==> config.mk <==
export PLATFORM = sky130hd
export DESIGN_NAME = pipe_seg_adder
export DESIGN_NICKNAME = d
export VERILOG_FILES = /design/src/rtl/pipe_seg_adder.sv
export SDC_FILE = /design/constraint.sdc
export NUM_CORES = 1
export LEC_CHECK = 0
export BUFFER_PORTS_ARGS = -buffer_cell sky130_fd_sc_hd__buf_2
export CAP_MARGIN = 40
export CORE_UTILIZATION = 40
export CTS_CLUSTER_DIAMETER = 30
export DETAILED_ROUTE_END_ITERATION = 7
export PLACE_DENSITY = 0.68
export SYNTH_ARGS = -nofsm -noshare
export SYNTH_HDL_FRONTEND = slang
export SYNTH_SLANG_ARGS = --single-unit
export TNS_END_PERCENT = 1
==> constraint.sdc <==
create_clock -name clk -period 4.15 [get_ports clk]
set_input_delay 0.415 -clock clk [delete_from_list [all_inputs] [get_ports clk]]
set_output_delay 0.415 -clock clk [all_outputs]
set_load 0.02 [all_outputs]
==> src/rtl/pipe_seg_adder.sv <==
// pipe_seg_adder: WIDTH-bit adder resolved SEG bits per pipeline stage, valid/ready with global stall.
// Optional saturation of the registered sum on signed overflow: define PIPE_SEG_ADDER_SAT_EN.
module pipe_seg_adder #(
    parameter int unsigned WIDTH = 16,
    parameter int unsigned SEG   = 4
) (
    input  logic             clk,
    input  logic             rst,
    input  logic             in_valid,
    output logic             in_ready,
    input  logic [WIDTH-1:0] a,
    input  logic [WIDTH-1:0] b,
    input  logic             cin,
    output logic             out_valid,
    input  logic             out_ready,
    output logic [WIDTH-1:0] sum,
    output logic             cout,
    output logic             ovf
);
    localparam int unsigned STAGES = WIDTH / SEG;

    // Slot 0 is the input port side; slot k+1 is the register output of stage k.
    logic [WIDTH-1:0] w_a   [STAGES+1];
    logic [WIDTH-1:0] w_b   [STAGES+1];
    logic [WIDTH-1:0] w_res [STAGES+1];
    logic             w_c   [STAGES+1];
    logic             w_v   [STAGES+1];
    logic             w_ovf [STAGES+1];
    logic             w_adv;

    // Whole pipe shifts together unless a finished result is waiting on downstream.
    assign w_adv    = !out_valid || out_ready;
    assign in_ready = w_adv;

    assign w_v[0]   = in_valid;
    assign w_a[0]   = a;
    assign w_b[0]   = b;
    assign w_c[0]   = cin;
    assign w_res[0] = '0;
    assign w_ovf[0] = 1'b0;

    for (genvar k = 0; k < STAGES; k++) begin : g_stage
        localparam int unsigned LO = k * SEG;
        localparam int unsigned HI = LO + SEG - 1;

        logic [SEG:0]     w_seg_sum;
        logic [WIDTH-1:0] w_res_nx;
        logic             w_ovf_nx;
        logic             r_v;
        logic             r_c;
        logic             r_ovf;
        logic [WIDTH-1:0] r_a;
        logic [WIDTH-1:0] r_b;
        logic [WIDTH-1:0] r_res;

        // Resolve segment k; overflow is only meaningful from the top segment.
        always_comb begin
            w_seg_sum = {1'b0, w_a[k][LO +: SEG]} + {1'b0, w_b[k][LO +: SEG]}
                      + (SEG+1)'(w_c[k]);
            w_res_nx            = w_res[k];
            w_res_nx[LO +: SEG] = w_seg_sum[SEG-1:0];
            w_ovf_nx = (w_a[k][HI] == w_b[k][HI]) && (w_seg_sum[SEG-1] != w_a[k][HI]);
        end

        always_ff @(posedge clk or posedge rst) begin
            if (rst) begin
                r_v   <= 1'b0;
                r_c   <= 1'b0;
                r_ovf <= 1'b0;
                r_a   <= '0;
                r_b   <= '0;
                r_res <= '0;
            end else if (w_adv) begin
                r_v   <= w_v[k];
                r_c   <= w_seg_sum[SEG];
                r_ovf <= w_ovf_nx;
                r_a   <= w_a[k];
                r_b   <= w_b[k];
                r_res <= w_res_nx;
            end
        end

        assign w_v[k+1]   = r_v;
        assign w_c[k+1]   = r_c;
        assign w_ovf[k+1] = r_ovf;
        assign w_a[k+1]   = r_a;
        assign w_b[k+1]   = r_b;
        assign w_res[k+1] = r_res;
    end

    assign out_valid = w_v[STAGES];
    assign cout      = w_c[STAGES];
    assign ovf       = w_ovf[STAGES];

`ifdef PIPE_SEG_ADDER_SAT_EN
    localparam logic [WIDTH-1:0] SAT_POS = {1'b0, {(WIDTH-1){1'b1}}};
    localparam logic [WIDTH-1:0] SAT_NEG = {1'b1, {(WIDTH-1){1'b0}}};

    // Clamp after the final register so both builds share the same latency.
    assign sum = !ovf ? w_res[STAGES] : (w_a[STAGES][WIDTH-1] ? SAT_NEG : SAT_POS);
`else
    assign sum = w_res[STAGES];
`endif

endmodule

After elaboration in Yosys (flattened, before gate mapping)
Cells that the tools add are included.
{"block": "word_totals", "out_inout_bits": 20, "reg_bits": 145, "elab_cells": 32}
{"block": "classes", "n_reduce_logical": 3, "n_eq_ne": 2, "n_addsub": 8}
{"cell": "$add A4 B4 Y5", "n": 4}
{"cell": "$add A5 B1 Y5", "n": 4}
{"cell": "$eq A1 B1 Y1", "n": 1}
{"cell": "$logic_and A1 B1 Y1", "n": 1}
{"cell": "$logic_not A1 Y1", "n": 1}
{"cell": "$logic_or A1 B1 Y1", "n": 1}
{"cell": "$ne A1 B1 Y1", "n": 1}

Longest topological paths before layout
{"block": "depth", "depth_word": 4, "mapped_depth": 6, "ltp_nobuf": 6}

Worst setup path before layout
OpenSTA, ideal clock, no wires.
{"block": "synth_timing", "path_type": "reg-to-reg", "startpoint": "register g_stage[2].r_c", "endpoint": "register g_stage[3].r_c (netlist: cout)", "slack_ns": 2.402, "arrival_ns": 1.600, "stages_incl_launch_ff": 6, "cell_sequence": "dfrtp_1 > fa_1 > fa_1 > a21o_1 > a21oi_1 > a21oi_1"}
{"block": "synth_between", "elab_chain_cells": 1}
{"item": "start: declaration", "line_no": "50", "text": "logic r_c;"}
{"item": "start signal: assignment", "line_no": "75", "text": "r_c <= w_seg_sum[SEG];"}
{"item": "$add A5 B1 Y5", "line_no": "59", "text": "+ (SEG+1)'(w_c[k]);"}
{"item": "end signal: assignment", "line_no": "75"}
{"item": "end: declaration", "line_no": "50"}
No other way between the ends.
A chain may end at the register's enable or synchronous reset.

Final worst setup path
{"block": "layout_timing", "startpoint": "register g_stage[3].r_v (netlist: out_valid)", "endpoint": "output in_ready"}
{"block": "layout_between", "elab_chain_cells": 2}
{"item": "start: declaration", "line_no": "49", "text": "logic r_v;"}
{"item": "start signal: assignment", "line_no": "74", "text": "r_v <= w_v[k];"}
{"item": "$logic_not A1 Y1", "line_no": "32", "text": "assign w_adv = !out_valid || out_ready;"}
{"item": "$logic_or A1 B1 Y1", "line_no": "32"}
{"item": "end: declaration", "line_no": "10", "text": "output logic in_ready,"}
No other way between the ends.

==> flow_summary.toml <==
[die]
rows = 37
chipWidth_um = 104
core_area_mm2 = 0.0102
start_util = 0.410
dieArea_mm2 = 0.0109
die_h_um = 104
io-pin-count = 57

[sta]
fin_setup_tns_ns = 0
setup_violations = 0
tightestPinTransition_ns = 0.890
fin_skew_ns = 0.0100
finalCritPeriodShare = 0.546
slew_headroom = 0.407
final_max_slew_viol_count = 0
max_clock_freq_ghz = 0.441
period_minus_slack_ns = 2.27
finalHoldViolations = 0
grt_setup_unrepaired = "no"

[synth]
synth_edf_count = 0
synthFlopType = "dfrtp_1"
yosys_warnings = 0
syn_inst = 458
muxShareOfSynthArea = 0.00715
synth.distinct_cells = 26
avgSynthCellArea_um2 = 9.17
ys_seq_area_frac = 0.578
async_reset_ff_frac = 1.00
synth_seq_cells = 97
synth_compound_area_frac = 0.0465
synthSimpleGateAreaFrac = 0.249
synth_adder_area_share = 0.0739
synth_top_family_by_area = "simple AND/OR/NAND/NOR gates"
synth_fp_nets = 515
synth-xor-area-share = 0.00835
syn_area_mm2 = 0.00420

[routing]
first_iter_violations = 140
vias_per_cell = 4.62
drt-pass1-iter-count = 4
drc_errors = 0
postRouteAntennaNets = 0
wl_per_cell_um = 11.3
routed_wl_um = 7340
num_vias = 2991

[critical_path]
crit_chain = "nor2b_4 > clkinv_2 > buf_2"
setup.worst_path.end_class = "primary output"
rrSetupSlack_ns = 2.25
critPathKind = "flop to primary output"
rr_endpoint = "g_stage[2].r_res[11]$_DFFE_PP0P_"
crit_path_max_incr_delay_ns = 0.55
worstPathRequired_ns = 3.73
cp_slowest_cell = "clkinv_2"
start_kind = "flop"
rr_startpoint = "out_valid$_DFFE_PP0P_"
rr_worst_depth = 5
cp_max_fo = 56
worstPathArrival_ns = 1.85

[power]
p_switching_mw = 1.34
leakagePower_nw = 2.59
combPwrFrac = 0.364
seqPwrFrac = 0.453
power.density_mw_per_mm2 = 727
peakVddDrop_mv = 0.489
clockPowerShare = 0.183
sw_frac_of_total = 0.385
total_power_mw = 3.49
p_int_mw = 2.15

[layout]
areaGrowthSynthToFinish_pct = 14.2
drive_gt1_frac = 0.152
fill_cells = 1025
final_cell_mix = "243 x nand2_1, 97 x dfrtp_1, 56 x buf_2, 14 x a21oi_1"
final_common_cell = "nand2_1"
num-nets-final = 564
insertedDiodeCount = 0

[clock_network]
cts_buffers = 9
cts.sinks = 97
cts-resized-gates = 0
cts_root_buffer = "clkbuf_8"
clk_pin_slew_ns = 0.09
cts_buffer_depth = 2
cts_htree_levels = 3
cts_setup_buffers = 0
cts_tree = "done"
insertion_delay_ns = 0.37
postCtsHoldBufs = 0

[global_routing]
grt_max_degree = 93
track_usage = 0.154
antenna_found_initial = 0
gr-total-overflow = 0
grt_pass1_vias = 3085
grt_first_pass_wirelength_um = 13500

[placed_design]
hpwlAfterDp_um = 4840
portBuffers = 56
finalWeightedCongestion = 0.772

[worst_hold_path]
hold_class = "input pin to asynchronous set/reset pin"

[run_status]
outcome = "finished, final reports clean"

[flow_run]
cap_violations = 0
==> routing by layer <==
layer / global-route usage / share of wire / vias to the layer above
met5: 0 / 0 / -
met4: 0.0541 / 0.018 / 0
met3: 0.0345 / 0.027 / 13
met2: 0.267 / 0.49 / 37
met1: 0.187 / 0.46 / 1416
li1: - / - / 1525
==> synthesized netlist by cell type (4+ instances only) <==
cell type / n / area [um^2]
o21ai_0: 6 / 30.0
nor2b_1: 5 / 31.3
nor2_1: 10 / 37.5
fa_1: 8 / 160
nand2_1: 243 / 912
ha_1: 12 / 150
buf_2: 8 / 40.0
inv_1: 13 / 48.8
clkbuf_1: 11 / 41.3
a21oi_1: 14 / 70.1
nand3_1: 4 / 20.0
dfrtp_1: 97 / 2430
==> area by class of cell <==
type	count	area [um^2]	area share
Inverter	14	56.3	0.0117
Clock inverter	7	87.6	0.0183
Clock buffer	9	124	0.0258
Sequential cell	97	2430	0.506
Multi-Input combinational cell	326	1610	0.337
Tap cell	136	170	0.0355
Timing Repair Buffer	59	315	0.0658
==> worst max path at each step <==
| stage | start | endpoint | depth (start not counted) |
|---|---|---|---|
| after floorplan | rst | cout$_DFFE_PP0P_ | 1 |
| final | out_valid$_DFFE_PP0P_ | in_ready | 3 |
| after global placement | out_ready | g_stage[2].r_res[11]$_DFFE_PP0P_ | 6 |
| after detailed placement | out_ready | g_stage[2].r_res[11]$_DFFE_PP0P_ | 6 |
| after global routing | out_valid$_DFFE_PP0P_ | in_ready | 3 |
| after CTS | out_valid$_DFFE_PP0P_ | in_ready | 3 |
==> through the flow <==
stage                     cells   util  area (um^2)  worst slack [ns]  hold slack [ns]
final                       648  0.469         4790              1.88            0.208
after global routing        648  0.469         4790              1.71            0.222
after CTS                   648  0.469         4790              1.83            0.222
after detailed placement    632  0.448         4580              2.07            0.448
after global placement      632  0.448         4580              2.11            0.441
after floorplan             458      -         4200              1.20            0.430
==> power groups by stage <==
| stage | clock network [mW] | logic [mW] | registers, mW |
|---|---|---|---|
| detailed placement | 0 | 1.29 | 1.61 |
| CTS | 0.663 | 1.29 | 1.59 |
| floorplan | 0 | 0.884 | 1.67 |
| global route | 0.703 | 1.48 | 1.64 |
| global placement | 0 | 1.24 | 1.59 |
| finish | 0.637 | 1.27 | 1.58 |
==> sequential cells by signal, indices dropped and copies added (netlist names) <==
name,cells
cout,1
ovf,1
g_stage.r_b,24
g_stage.r_a,24
sum,16
g_stage.r_res,24
out_valid,1
g_stage.r_v,3
g_stage.r_c,3
==> critical path, delay by kind of cell, from the launching register on <==
kind | cells | cell delay (ns)
simple gates | 1 | 0.16
buf+inv | 2 | 0.94
flops | 1 | 0.36
==> cell families (layout without fill, tap and decap cells) <==
family	Yosys count	in the layout
and+or+nand+nor	267	267
DFF	97	97
buffers and inverters	35	89
AOI/OAI and AO/OA	32	32
adders and majority gates	20	20
xor gates and xnor gates	4	4
muxes	3	3
(Power assumes the default switching activity.)
